File: config.mk
export PLATFORM = sky130hd
export DESIGN_NAME = multicycle_control_fsm_flat
export DESIGN_NICKNAME = d
export VERILOG_FILES = /design/src/rtl/multicycle_control_fsm_if.sv /design/src/rtl/multicycle_control_fsm.sv /design/src/flat_wrapper.sv
export SDC_FILE = /design/constraint.sdc
export NUM_CORES = 1
export LEC_CHECK = 0
export ABC_AREA = 1
export CAP_MARGIN = 20
export CORE_ASPECT_RATIO = 0.9
export CORE_MARGIN = 2
export CORE_UTILIZATION = 35
export CTS_BUF_LIST = sky130_fd_sc_hd__clkbuf_8
export DETAILED_ROUTE_END_ITERATION = 10
export DONT_BUFFER_PORTS = 1
export SLEW_MARGIN = 0
export SYNTH_ARGS = -nofsm -noshare
export SYNTH_HDL_FRONTEND = slang
export SYNTH_SLANG_ARGS = --single-unit
File: constraint.sdc
create_clock -name CLK -period 1.5 [get_ports CLK]
set_input_delay 0.225 -clock CLK [delete_from_list [all_inputs] [get_ports CLK]]
set_output_delay 0.225 -clock CLK [all_outputs]
set_load 0.01 [all_outputs]
File: src/rtl/multicycle_control_fsm_if.sv
// Control bus between the multicycle FSM and the datapath/memory/IO side.
// The master side is the FSM: it reads IR fields and handshakes, drives controls.
interface multicycle_control_fsm_if #(
  parameter int OPW    = 4,
  parameter int FUNKW  = 3,
  parameter int ALUOPW = 3
) ();

  logic [OPW-1:0]    Opcode;
  logic [FUNKW-1:0]  funk;
  logic              MemReady;
  logic              InValid;
  logic              OutReady;

  logic [ALUOPW-1:0] ALUOp;
  logic              SrcA;
  logic [1:0]        SrcB;
  logic [1:0]        MemtoReg;
  logic [1:0]        RegDest;
  logic [1:0]        PCSrc;
  logic              MemSrc;
  logic              RegWrite;
  logic              MemRead;
  logic              MemWrite;
  logic              IRWrite;
  logic              PCWrite;
  logic              OutputWrite;
  logic              BranchCond;
  logic              BranchNECond;
  logic              InAck;
  logic              Trap;
  logic [4:0]        State;

  modport master (
    input  Opcode, funk, MemReady, InValid, OutReady,
    output ALUOp, SrcA, SrcB, MemtoReg, RegDest, PCSrc, MemSrc,
           RegWrite, MemRead, MemWrite, IRWrite, PCWrite, OutputWrite,
           BranchCond, BranchNECond, InAck, Trap, State
  );

  modport slave (
    output Opcode, funk, MemReady, InValid, OutReady,
    input  ALUOp, SrcA, SrcB, MemtoReg, RegDest, PCSrc, MemSrc,
           RegWrite, MemRead, MemWrite, IRWrite, PCWrite, OutputWrite,
           BranchCond, BranchNECond, InAck, Trap, State
  );

endinterface

File: src/rtl/multicycle_control_fsm.sv
// Multicycle control FSM for the 16-bit datapath: decodes Opcode/funk into
// per-cycle datapath controls, with memory wait-states, IO handshakes and an
// illegal-opcode trap. Handshake-gated enables are combinational on the
// ready/valid inputs; everything else is a pure function of the state.
module multicycle_control_fsm #(
  parameter int OPW    = 4,
  parameter int FUNKW  = 3,
  parameter int ALUOPW = 3,
  parameter int MEM_HS = 1
) (
  input  logic                      CLK,
  input  logic                      Reset_n,
  multicycle_control_fsm_if.master  bus
);

  typedef enum logic [4:0] {
    FETCH  = 5'd0,  DECODE = 5'd1,  RTYPE = 5'd2,  RWB   = 5'd3,
    MADDR  = 5'd4,  SW     = 5'd5,  LW1   = 5'd6,  LW2   = 5'd7,
    IMM    = 5'd8,  IMMWB  = 5'd9,  JAL1  = 5'd10, JAL2  = 5'd11,
    JR     = 5'd12, J      = 5'd13, BEQ   = 5'd14, BNE   = 5'd15,
    IN     = 5'd16, OUT    = 5'd17, TRAP  = 5'd18
  } stateT;

  stateT state, nextState;
  logic  memRdy;

  // With the memory handshake disabled every access completes in one cycle.
  assign memRdy = (MEM_HS == 0) || bus.MemReady;

  assign bus.State = state;

  // State register; reset forces FETCH immediately, aborting any instruction.
  always_ff @(posedge CLK or negedge Reset_n) begin
    if (!Reset_n) state <= FETCH;
    else          state <= nextState;
  end

  // Next-state decode and per-state control outputs, all zero while in reset.
  always_comb begin
    nextState        = state;
    bus.ALUOp        = '0;
    bus.SrcA         = 1'b0;
    bus.SrcB         = 2'd0;
    bus.MemtoReg     = 2'd0;
    bus.RegDest      = 2'd0;
    bus.PCSrc        = 2'd0;
    bus.MemSrc       = 1'b0;
    bus.RegWrite     = 1'b0;
    bus.MemRead      = 1'b0;
    bus.MemWrite     = 1'b0;
    bus.IRWrite      = 1'b0;
    bus.PCWrite      = 1'b0;
    bus.OutputWrite  = 1'b0;
    bus.BranchCond   = 1'b0;
    bus.BranchNECond = 1'b0;
    bus.InAck        = 1'b0;
    bus.Trap         = 1'b0;

    case (state)
      FETCH: begin
        bus.MemRead = 1'b1;
        bus.SrcB    = 2'd1;
        bus.ALUOp   = ALUOPW'(2);
        if (memRdy) begin
          bus.IRWrite = 1'b1;
          bus.PCWrite = 1'b1;
          if (bus.Opcode == OPW'(12))
            nextState = (bus.funk == FUNKW'(1)) ? IN : OUT;
          else
            nextState = DECODE;
        end
      end
      DECODE: begin
        bus.SrcB  = 2'd2;
        bus.ALUOp = ALUOPW'(2);
        case (bus.Opcode)
          OPW'(0):                   nextState = RTYPE;
          OPW'(2), OPW'(3):          nextState = MADDR;
          OPW'(1), OPW'(4), OPW'(5): nextState = IMM;
          OPW'(10):                  nextState = JAL1;
          OPW'(11):                  nextState = JR;
          OPW'(9):                   nextState = J;
          OPW'(7):                   nextState = BEQ;
          OPW'(8):                   nextState = BNE;
          default:                   nextState = TRAP;
        endcase
      end
      RTYPE: begin
        bus.SrcA  = 1'b1;
        bus.ALUOp = ALUOPW'(bus.Opcode);
        nextState = RWB;
      end
      RWB: begin
        bus.RegWrite = 1'b1;
        bus.MemtoReg = 2'd1;
        bus.RegDest  = 2'd1;
        nextState    = FETCH;
      end
      MADDR: begin
        bus.SrcA  = 1'b1;
        bus.SrcB  = 2'd2;
        bus.ALUOp = ALUOPW'(2);
        nextState = (bus.Opcode == OPW'(2)) ? LW1 : SW;
      end
      SW: begin
        bus.MemSrc   = 1'b1;
        bus.MemWrite = 1'b1;
        if (memRdy) nextState = FETCH;
      end
      LW1: begin
        bus.MemSrc  = 1'b1;
        bus.MemRead = 1'b1;
        if (memRdy) nextState = LW2;
      end
      LW2: begin
        bus.RegWrite = 1'b1;
        nextState    = FETCH;
      end
      IMM: begin
        bus.SrcA  = 1'b1;
        bus.SrcB  = 2'd2;
        bus.ALUOp = ALUOPW'(2);
        nextState = IMMWB;
      end
      IMMWB: begin
        bus.RegWrite = 1'b1;
        bus.MemtoReg = 2'd1;
        nextState    = FETCH;
      end
      JAL1: begin
        bus.SrcB  = 2'd1;
        bus.ALUOp = ALUOPW'(2);
        nextState = JAL2;
      end
      JAL2: begin
        bus.RegWrite = 1'b1;
        bus.MemtoReg = 2'd1;
        bus.RegDest  = 2'd2;
        bus.PCWrite  = 1'b1;
        bus.PCSrc    = 2'd1;
        nextState    = FETCH;
      end
      JR: begin
        bus.SrcA    = 1'b1;
        bus.ALUOp   = ALUOPW'(2);
        bus.PCWrite = 1'b1;
        nextState   = FETCH;
      end
      J: begin
        bus.PCWrite = 1'b1;
        bus.PCSrc   = 2'd1;
        nextState   = FETCH;
      end
      BEQ: begin
        bus.SrcA       = 1'b1;
        bus.ALUOp      = ALUOPW'(3);
        bus.PCSrc      = 2'd2;
        bus.BranchCond = 1'b1;
        nextState      = FETCH;
      end
      BNE: begin
        bus.SrcA         = 1'b1;
        bus.ALUOp        = ALUOPW'(3);
        bus.PCSrc        = 2'd2;
        bus.BranchNECond = 1'b1;
        nextState        = FETCH;
      end
      IN: begin
        bus.MemtoReg = 2'd2;
        if (bus.InValid) begin
          bus.RegWrite = 1'b1;
          bus.InAck    = 1'b1;
          nextState    = FETCH;
        end
      end
      OUT: begin
        if (bus.OutReady) begin
          bus.OutputWrite = 1'b1;
          nextState       = FETCH;
        end
      end
      TRAP: begin
        bus.Trap = 1'b1;
      end
      default: begin
        nextState = TRAP;
      end
    endcase

    if (!Reset_n) begin
      bus.ALUOp        = '0;
      bus.SrcA         = 1'b0;
      bus.SrcB         = 2'd0;
      bus.MemtoReg     = 2'd0;
      bus.RegDest      = 2'd0;
      bus.PCSrc        = 2'd0;
      bus.MemSrc       = 1'b0;
      bus.RegWrite     = 1'b0;
      bus.MemRead      = 1'b0;
      bus.MemWrite     = 1'b0;
      bus.IRWrite      = 1'b0;
      bus.PCWrite      = 1'b0;
      bus.OutputWrite  = 1'b0;
      bus.BranchCond   = 1'b0;
      bus.BranchNECond = 1'b0;
      bus.InAck        = 1'b0;
      bus.Trap         = 1'b0;
    end
  end

endmodule
File: src/flat_wrapper.sv
// flat-port wrapper written by rule: the top's interface ports become plain ports
module multicycle_control_fsm_flat 
#(
  parameter int OPW    = 4,
  parameter int FUNKW  = 3,
  parameter int ALUOPW = 3,
  parameter int MEM_HS = 1
)
  (CLK, Reset_n, bus_Opcode, bus_funk, bus_MemReady, bus_InValid, bus_OutReady, bus_ALUOp, bus_SrcA, bus_SrcB, bus_MemtoReg, bus_RegDest, bus_PCSrc, bus_MemSrc, bus_RegWrite, bus_MemRead, bus_MemWrite, bus_IRWrite, bus_PCWrite, bus_OutputWrite, bus_BranchCond, bus_BranchNECond, bus_InAck, bus_Trap, bus_State);
  multicycle_control_fsm_if #(.OPW(OPW), .FUNKW(FUNKW), .ALUOPW(ALUOPW)) bus_i ();
  input  logic CLK;
  input  logic Reset_n;
  input wire logic [$bits(bus_i.Opcode)-1:0] bus_Opcode;
  input wire logic [$bits(bus_i.funk)-1:0] bus_funk;
  input wire logic [$bits(bus_i.MemReady)-1:0] bus_MemReady;
  input wire logic [$bits(bus_i.InValid)-1:0] bus_InValid;
  input wire logic [$bits(bus_i.OutReady)-1:0] bus_OutReady;
  output wire logic [$bits(bus_i.ALUOp)-1:0] bus_ALUOp;
  output wire logic [$bits(bus_i.SrcA)-1:0] bus_SrcA;
  output wire logic [$bits(bus_i.SrcB)-1:0] bus_SrcB;
  output wire logic [$bits(bus_i.MemtoReg)-1:0] bus_MemtoReg;
  output wire logic [$bits(bus_i.RegDest)-1:0] bus_RegDest;
  output wire logic [$bits(bus_i.PCSrc)-1:0] bus_PCSrc;
  output wire logic [$bits(bus_i.MemSrc)-1:0] bus_MemSrc;
  output wire logic [$bits(bus_i.RegWrite)-1:0] bus_RegWrite;
  output wire logic [$bits(bus_i.MemRead)-1:0] bus_MemRead;
  output wire logic [$bits(bus_i.MemWrite)-1:0] bus_MemWrite;
  output wire logic [$bits(bus_i.IRWrite)-1:0] bus_IRWrite;
  output wire logic [$bits(bus_i.PCWrite)-1:0] bus_PCWrite;
  output wire logic [$bits(bus_i.OutputWrite)-1:0] bus_OutputWrite;
  output wire logic [$bits(bus_i.BranchCond)-1:0] bus_BranchCond;
  output wire logic [$bits(bus_i.BranchNECond)-1:0] bus_BranchNECond;
  output wire logic [$bits(bus_i.InAck)-1:0] bus_InAck;
  output wire logic [$bits(bus_i.Trap)-1:0] bus_Trap;
  output wire logic [$bits(bus_i.State)-1:0] bus_State;
  assign bus_i.Opcode = bus_Opcode;
  assign bus_i.funk = bus_funk;
  assign bus_i.MemReady = bus_MemReady;
  assign bus_i.InValid = bus_InValid;
  assign bus_i.OutReady = bus_OutReady;
  assign bus_ALUOp = bus_i.ALUOp;
  assign bus_SrcA = bus_i.SrcA;
  assign bus_SrcB = bus_i.SrcB;
  assign bus_MemtoReg = bus_i.MemtoReg;
  assign bus_RegDest = bus_i.RegDest;
  assign bus_PCSrc = bus_i.PCSrc;
  assign bus_MemSrc = bus_i.MemSrc;
  assign bus_RegWrite = bus_i.RegWrite;
  assign bus_MemRead = bus_i.MemRead;
  assign bus_MemWrite = bus_i.MemWrite;
  assign bus_IRWrite = bus_i.IRWrite;
  assign bus_PCWrite = bus_i.PCWrite;
  assign bus_OutputWrite = bus_i.OutputWrite;
  assign bus_BranchCond = bus_i.BranchCond;
  assign bus_BranchNECond = bus_i.BranchNECond;
  assign bus_InAck = bus_i.InAck;
  assign bus_Trap = bus_i.Trap;
  assign bus_State = bus_i.State;
  multicycle_control_fsm #(.OPW(OPW), .FUNKW(FUNKW), .ALUOPW(ALUOPW), .MEM_HS(MEM_HS)) u_core (.CLK(CLK), .Reset_n(Reset_n), .bus(bus_i));
endmodule
## Word-level counts from Yosys, hierarchy flattened

Memory sizes are Yosys's and may differ from the RTL's.
Index checks and enable logic that the tools add are counted.

- Output and inout port bits: 28
- Bits in read-only memories: 80
- Bits in registers: 5
- Logic and storage cells: 89
- Memories kept: 1
- Bits of input ports: 12

Memories:

| memory | depth | bits a word | read ports | clocked after Yosys merged registers in | wr ports | line | source |
|---|---|---|---|---|---|---|---|
| (no name shown) | 16 | 5 | 1 | 0 | 0 | multicycle_control_fsm.sv:76 | `case (bus.Opcode)` |

- Reduce and logical (&&, ||, !) cells: 14
- Equality and inequality tests: 26
- Bitwise operators: 1
- Multiplexer cells: 46

Operators with widths:

| operator | number |
|---|---|
| case mux 5 bit (12 select lines) | 1 |
| equality test 5 x 4 -> 1 bit (second input constant) | 8 |
| two-way mux 5 bit | 6 |
| two-way mux 1 bit | 26 |
| equality test 5 x 3 -> 1 bit (second input constant) | 4 |
| case mux 2 bit (2 select lines) | 4 |
| equality test 5 bit (second input constant) | 3 |
| OR reduction 6 bit | 2 |
| equality test 5 x 2 -> 1 bit (second input constant) | 2 |
| two-way mux 2 bit | 5 |
| != test 2 bit (second input constant) | 5 |
| OR reduction 2 bit | 5 |
| case mux 3 bit (3 select lines) | 1 |
| OR reduction 3 bit | 3 |
| OR reduction 8 bit | 1 |
| AND reduction 6 bit | 1 |
| equality test 5 x 1 -> 1 bit (second input constant) | 1 |
| logical NOT 5 bit | 1 |
| equality test 4 x 2 -> 1 bit (second input constant) | 1 |
| equality test 4 bit (second input constant) | 1 |
| case mux 1 bit (2 select lines) | 2 |
| OR reduction 4 bit | 1 |
| equality test 3 x 1 -> 1 bit (second input constant) | 1 |
| two-way mux 3 bit | 1 |
| inverter 1 bit | 1 |

## Logic depth before layout (Yosys ltp)

- Depth after elaboration: 5
- Mapped depth: 11
- Mapped depth without buffers: 10

## Least setup slack after synthesis

OpenSTA, ideal clock, no wires.

- Path type: reg2out
- From: reg u_core.state[4], in the netlist u_core.bus.State[4]
- To: out bus_ALUOp[1]
- Stages on the path, launching flop included: 8
- Buffers on the path: 2
- Path slack: -45 ps
- Arrival time: 1,320 ps
- Cell sequence: dfrtp_1 > buf_4 > inv_2 > buf_4 > nand3_1 > inv_1 > a21oi_1 > a21oi_1

- Cells in the longest elaborated chain, start to end: 4
- Elaborated cells between the ends (all ways): 13

RTL lines:

| element | line | source |
|---|---|---|
| start: declaration | multicycle_control_fsm.sv:24 | `stateT state, nextState;` |
| start signal: assignment | multicycle_control_fsm.sv:35 | `else state <= nextState;` |
| equality test 5 x 3 -> 1 bit, or another cell as far along | multicycle_control_fsm.sv:59 | `case (state)` |
| OR reduction 6 bit (no source line) / OR reduction 2 bit (equally long branches) | -- |  |
| case mux 3 bit (3 select lines) * | multicycle_control_fsm.sv:59 |  |
| two-way mux 3 bit * | multicycle_control_fsm.sv:190 | `if (!Reset_n) begin` |
| end: declaration | flat_wrapper.sv:18 | `output wire logic [$bits(bus_i.ALUOp)-1:0] bus_ALUOp;` |

Every way passes the cells marked *; elsewhere a longest branch is shown, timed or not.

## Worst setup path after layout

- From: reg u_core.state[3], in the netlist u_core.bus.State[3]
- To: out bus_OutputWrite

- Cells in the longest elaborated chain, start to end: 3

RTL lines:

| element | line | source |
|---|---|---|
| equality test 5 bit | multicycle_control_fsm.sv:59 |  |
| two-way mux 1 bit | multicycle_control_fsm.sv:59 |  |
| two-way mux 1 bit | multicycle_control_fsm.sv:190 |  |
| end: declaration | flat_wrapper.sv:30 | `output wire logic [$bits(bus_i.OutputWrite)-1:0] bus_OutputWrite;` |

Every way passes these cells.

==> run_results.csv <==
group,metric,value,unit
place,port_buffers,0,
grt,antenna_found_initial,0,
sta,hold_viol,0,
layout,nNetsFinal,201,
pwr,power_switching,0.0000962,W
clocking,clockBufferDepth,2,
critical_path,cp_cell_sequence,"nor2_4, buf_6, nand3_1, nor4_1, buf_4",
pwr,internal_power,0.000326,W
routing,final_antenna_net_count,0,
critical_path,critical_path.top_delay_family,"simple AND/OR/NAND/NOR gates",
routing,via_per_inst,5.62,
sta,setup_ws,-0.264,ns
pwr,seqPwrFrac,32.1,%
yosys,syn_area,820,µm²
grt,grt_max_degree,14,
sta,fin_crit_sh,118,%
floorplan,dieArea,2750,µm²
yosys,synth_nets,164,
grt,grt_usage,23.0,%
yosys,ys_seq_area_share,15.3,%
clocking,cts_tree,"yes",
routing,first_pass_iters,6,
sta,finClkSkew,0.00155,ns
critical_path,cp-end-kind,"primary output",
routing,wl_per_cell,15.9,µm
floorplan,rows,16,
sta,rsz0062_at_grt,"true",
routing,routed_wl,3420,µm
outcome,violations,"setup timing",
outcome,outcome,"finished, violations left",
yosys,synth_warnings,0,
sta,slew-limit-headroom,79.9,%
floorplan,core,2200,µm²
pwr,power.share.clock,56.3,%
place,hpwl,2240,µm
layout,layout_commonest_cell,"nand2_1",
routing,drc,0,
routing,drt_iter0_drc,77,
critical_path,critPathBufInv,2,
grt,grt_overflow_total,0,
place,post_dp_cell_area,1020,µm²
grt,grt_pass1_vias,1030,
place,gp_congestion,0.912,
layout,largest_register_ff_count,5,
critical_path,arrival,1.54,ns
sta,timing.fmax,567,MHz
critical_path,required,1.27,ns
floorplan,ios,40,
pwr,share_comb_of_total_power,11.6,%
yosys,yosys.cell_types.count,25,
pwr,swShare,22.8,%
critical_path,crit_slowest_cell,"dfrtp_2",
worst_hold_path,hold_path.class,"input pin to async pin",
yosys,syn_area_per_cell,5.39,µm²
sta,min_period,1.76,ns
layout,area_growth,70.7,%
layout,fin_area,1400,µm²
floorplan,die_h,49.9,µm
floorplan,initial_utilization,37.2,%
critical_path,crit_path_max_fanout,5,
routing,via_count,1209,
layout,layout-drive-gt1-share,48.9,%
place,post-place-ws,-0.0576,ns
clocking,numClockSinks,5,
clocking,h-tree-depth,1,
critical_path,critical_path.max_stage_delay,0.44,ns
sta,finalSetupViolations,25,
clocking,cts-root-buf,"clkbuf_8",
layout,fill_cells,179,
clocking,clkLatencyLatePin,0.22,ns
critical_path,cp-start-kind,"flip-flop",
yosys,ys_seq_elements,5,
sta,tightest_slew,0.303,ns
layout,n_antenna_cell,0,
pwr,p_leak,0.633,nW
critical_path,critPathKind,"flip-flop to primary output",
sta,maxSlewViolCount,0,
layout,utilization,63.5,%
job,drv_cap,0,
yosys,synthCells,152,
pwr,power_density,302,nW/µm²
pwr,ir_drop,0.455,mV
floorplan,chipWidth,55.0,µm
grt,grt_pass1_wl,4660,µm
layout,mostFrequentLayoutCells,"31 x nand2_1, 29 x buf_4, 18 x nor2_1, 12 x inv_1, 9 x nor2_4",
clocking,cts_buffers,3,
clocking,clk_pin_slew,0.03,ns
sta,tns,-3.22,ns
-- worst register-to-register path: stages, from the launching register on --
cell and delay (ns):
dfrtp_2 0.44, nor2_4 0.24, buf_6 0.15, inv_2 0.05
nor2_4 0.13, nand2_1 0.07, nand3_2 0.07, inv_2 0.05
nand2_4 0.06, inv_2 0.04, nand2_1 0.05, nand2_1 0.05
-- timing repair --
item,CTS,global route
setup buffers,8,3
hold buffers,1,0
resized for setup,30,29
endpoints found under the setup margin,23,27
hold endpoints to repair,5,0
pin swaps,9,9
-- Yosys cell counts --
cell,count,area share [%]
nand2_1,35,16
nor2_1,27,12
nand3_1,16,9.8
inv_1,13,6.0
a21oi_1,9,5.5
inv_2,7,3.2
o21ai_0,6,3.7
dfrtp_1,5,15
nand3_2,4,4.9
nand4_1,4,3.1
nor2_2,4,3.1
nor3_1,3,1.8
a31oi_1,2,1.5
buf_4,2,1.8
clkinv_1,2,0.92
nand2_2,2,1.5
nor4_1,2,1.5
o22ai_1,2,1.5
buf_2,1,0.61
clkbuf_1,1,0.46
nand2_4,1,1.4
nor2_4,1,1.4
o211a_1,1,1.2
o211ai_1,1,0.92
o21ai_1,1,0.61
-- area by class of cell --
type,count,area [µm²],share of cell area (%)
multi-input cells,121,810,57.9
repair buffers,36,295,21.1
flip-flops and latches,5,130,9.30
clock inverters,1,3.75,0.268
clock buffers,3,41.3,2.95
inverters,22,85.1,6.08
well taps,27,33.8,2.42
-- final timing paths --
kind / depth (start not counted) / slack, ns / end / from
min in group CLK: 3 / 0.29 / u_core.bus.State[3]$_DFFE_PN0P_ / bus_Opcode[1]
max reg2reg: 11 / -0.03 / u_core.bus.State[0]$_DFFE_PN0P_ / u_core.bus.State[3]$_DFFE_PN0P_
min: 1 / 0.29 / u_core.bus.State[4]$_DFFE_PN0P_ / Reset_n
max: 5 / -0.26 / bus_OutputWrite / u_core.bus.State[3]$_DFFE_PN0P_
min reg2reg: 2 / 0.61 / u_core.bus.State[0]$_DFFE_PN0P_ / u_core.bus.State[0]$_DFFE_PN0P_
max in group asynchronous: 1 / 1.01 / u_core.bus.State[1]$_DFFE_PN0P_ / Reset_n
-- layer usage --
metal | track usage, % | vias to the layer above | share of wire, %
li1 | - | 572 | -
met1 | 30.8 | 540 | 41
met2 | 35.7 | 85 | 47
met3 | 5.15 | 12 | 9.4
met4 | 7.72 | 0 | 2.1
met5 | 0 | - | 0
-- stage by stage --
stage	cells	hold slack [ns]	power (W)
floorplan	152	-0.0706	0.000164
global placement	199	-0.0703	0.000173
detailed placement	199	-0.0703	0.000174
CTS	212	0.269	0.000423
global route	215	0.299	0.000450
finish	215	0.286	0.000422
-- power by group through the flow --
stage | sequential, W | combinational [W] | clock (W)
2_1_floorplan | 0.000137 | 0.0000271 | 0
3_5_place_dp | 0.000137 | 0.0000361 | 0
6_report | 0.000136 | 0.0000490 | 0.000238
4_1_cts | 0.000136 | 0.0000451 | 0.000242
3_3_place_gp | 0.000137 | 0.0000357 | 0
5_1_grt | 0.000136 | 0.0000547 | 0.000260
-- cells by family after synthesis --
family / count (synthesis) / synth area share, %
AOI/OAI and AO/OA: 22 / 15.0
and+or+nand+nor: 99 / 56.8
DFF: 5 / 15.3
buffers and inverters: 26 / 13.0
(Power assumes the default switching activity.)
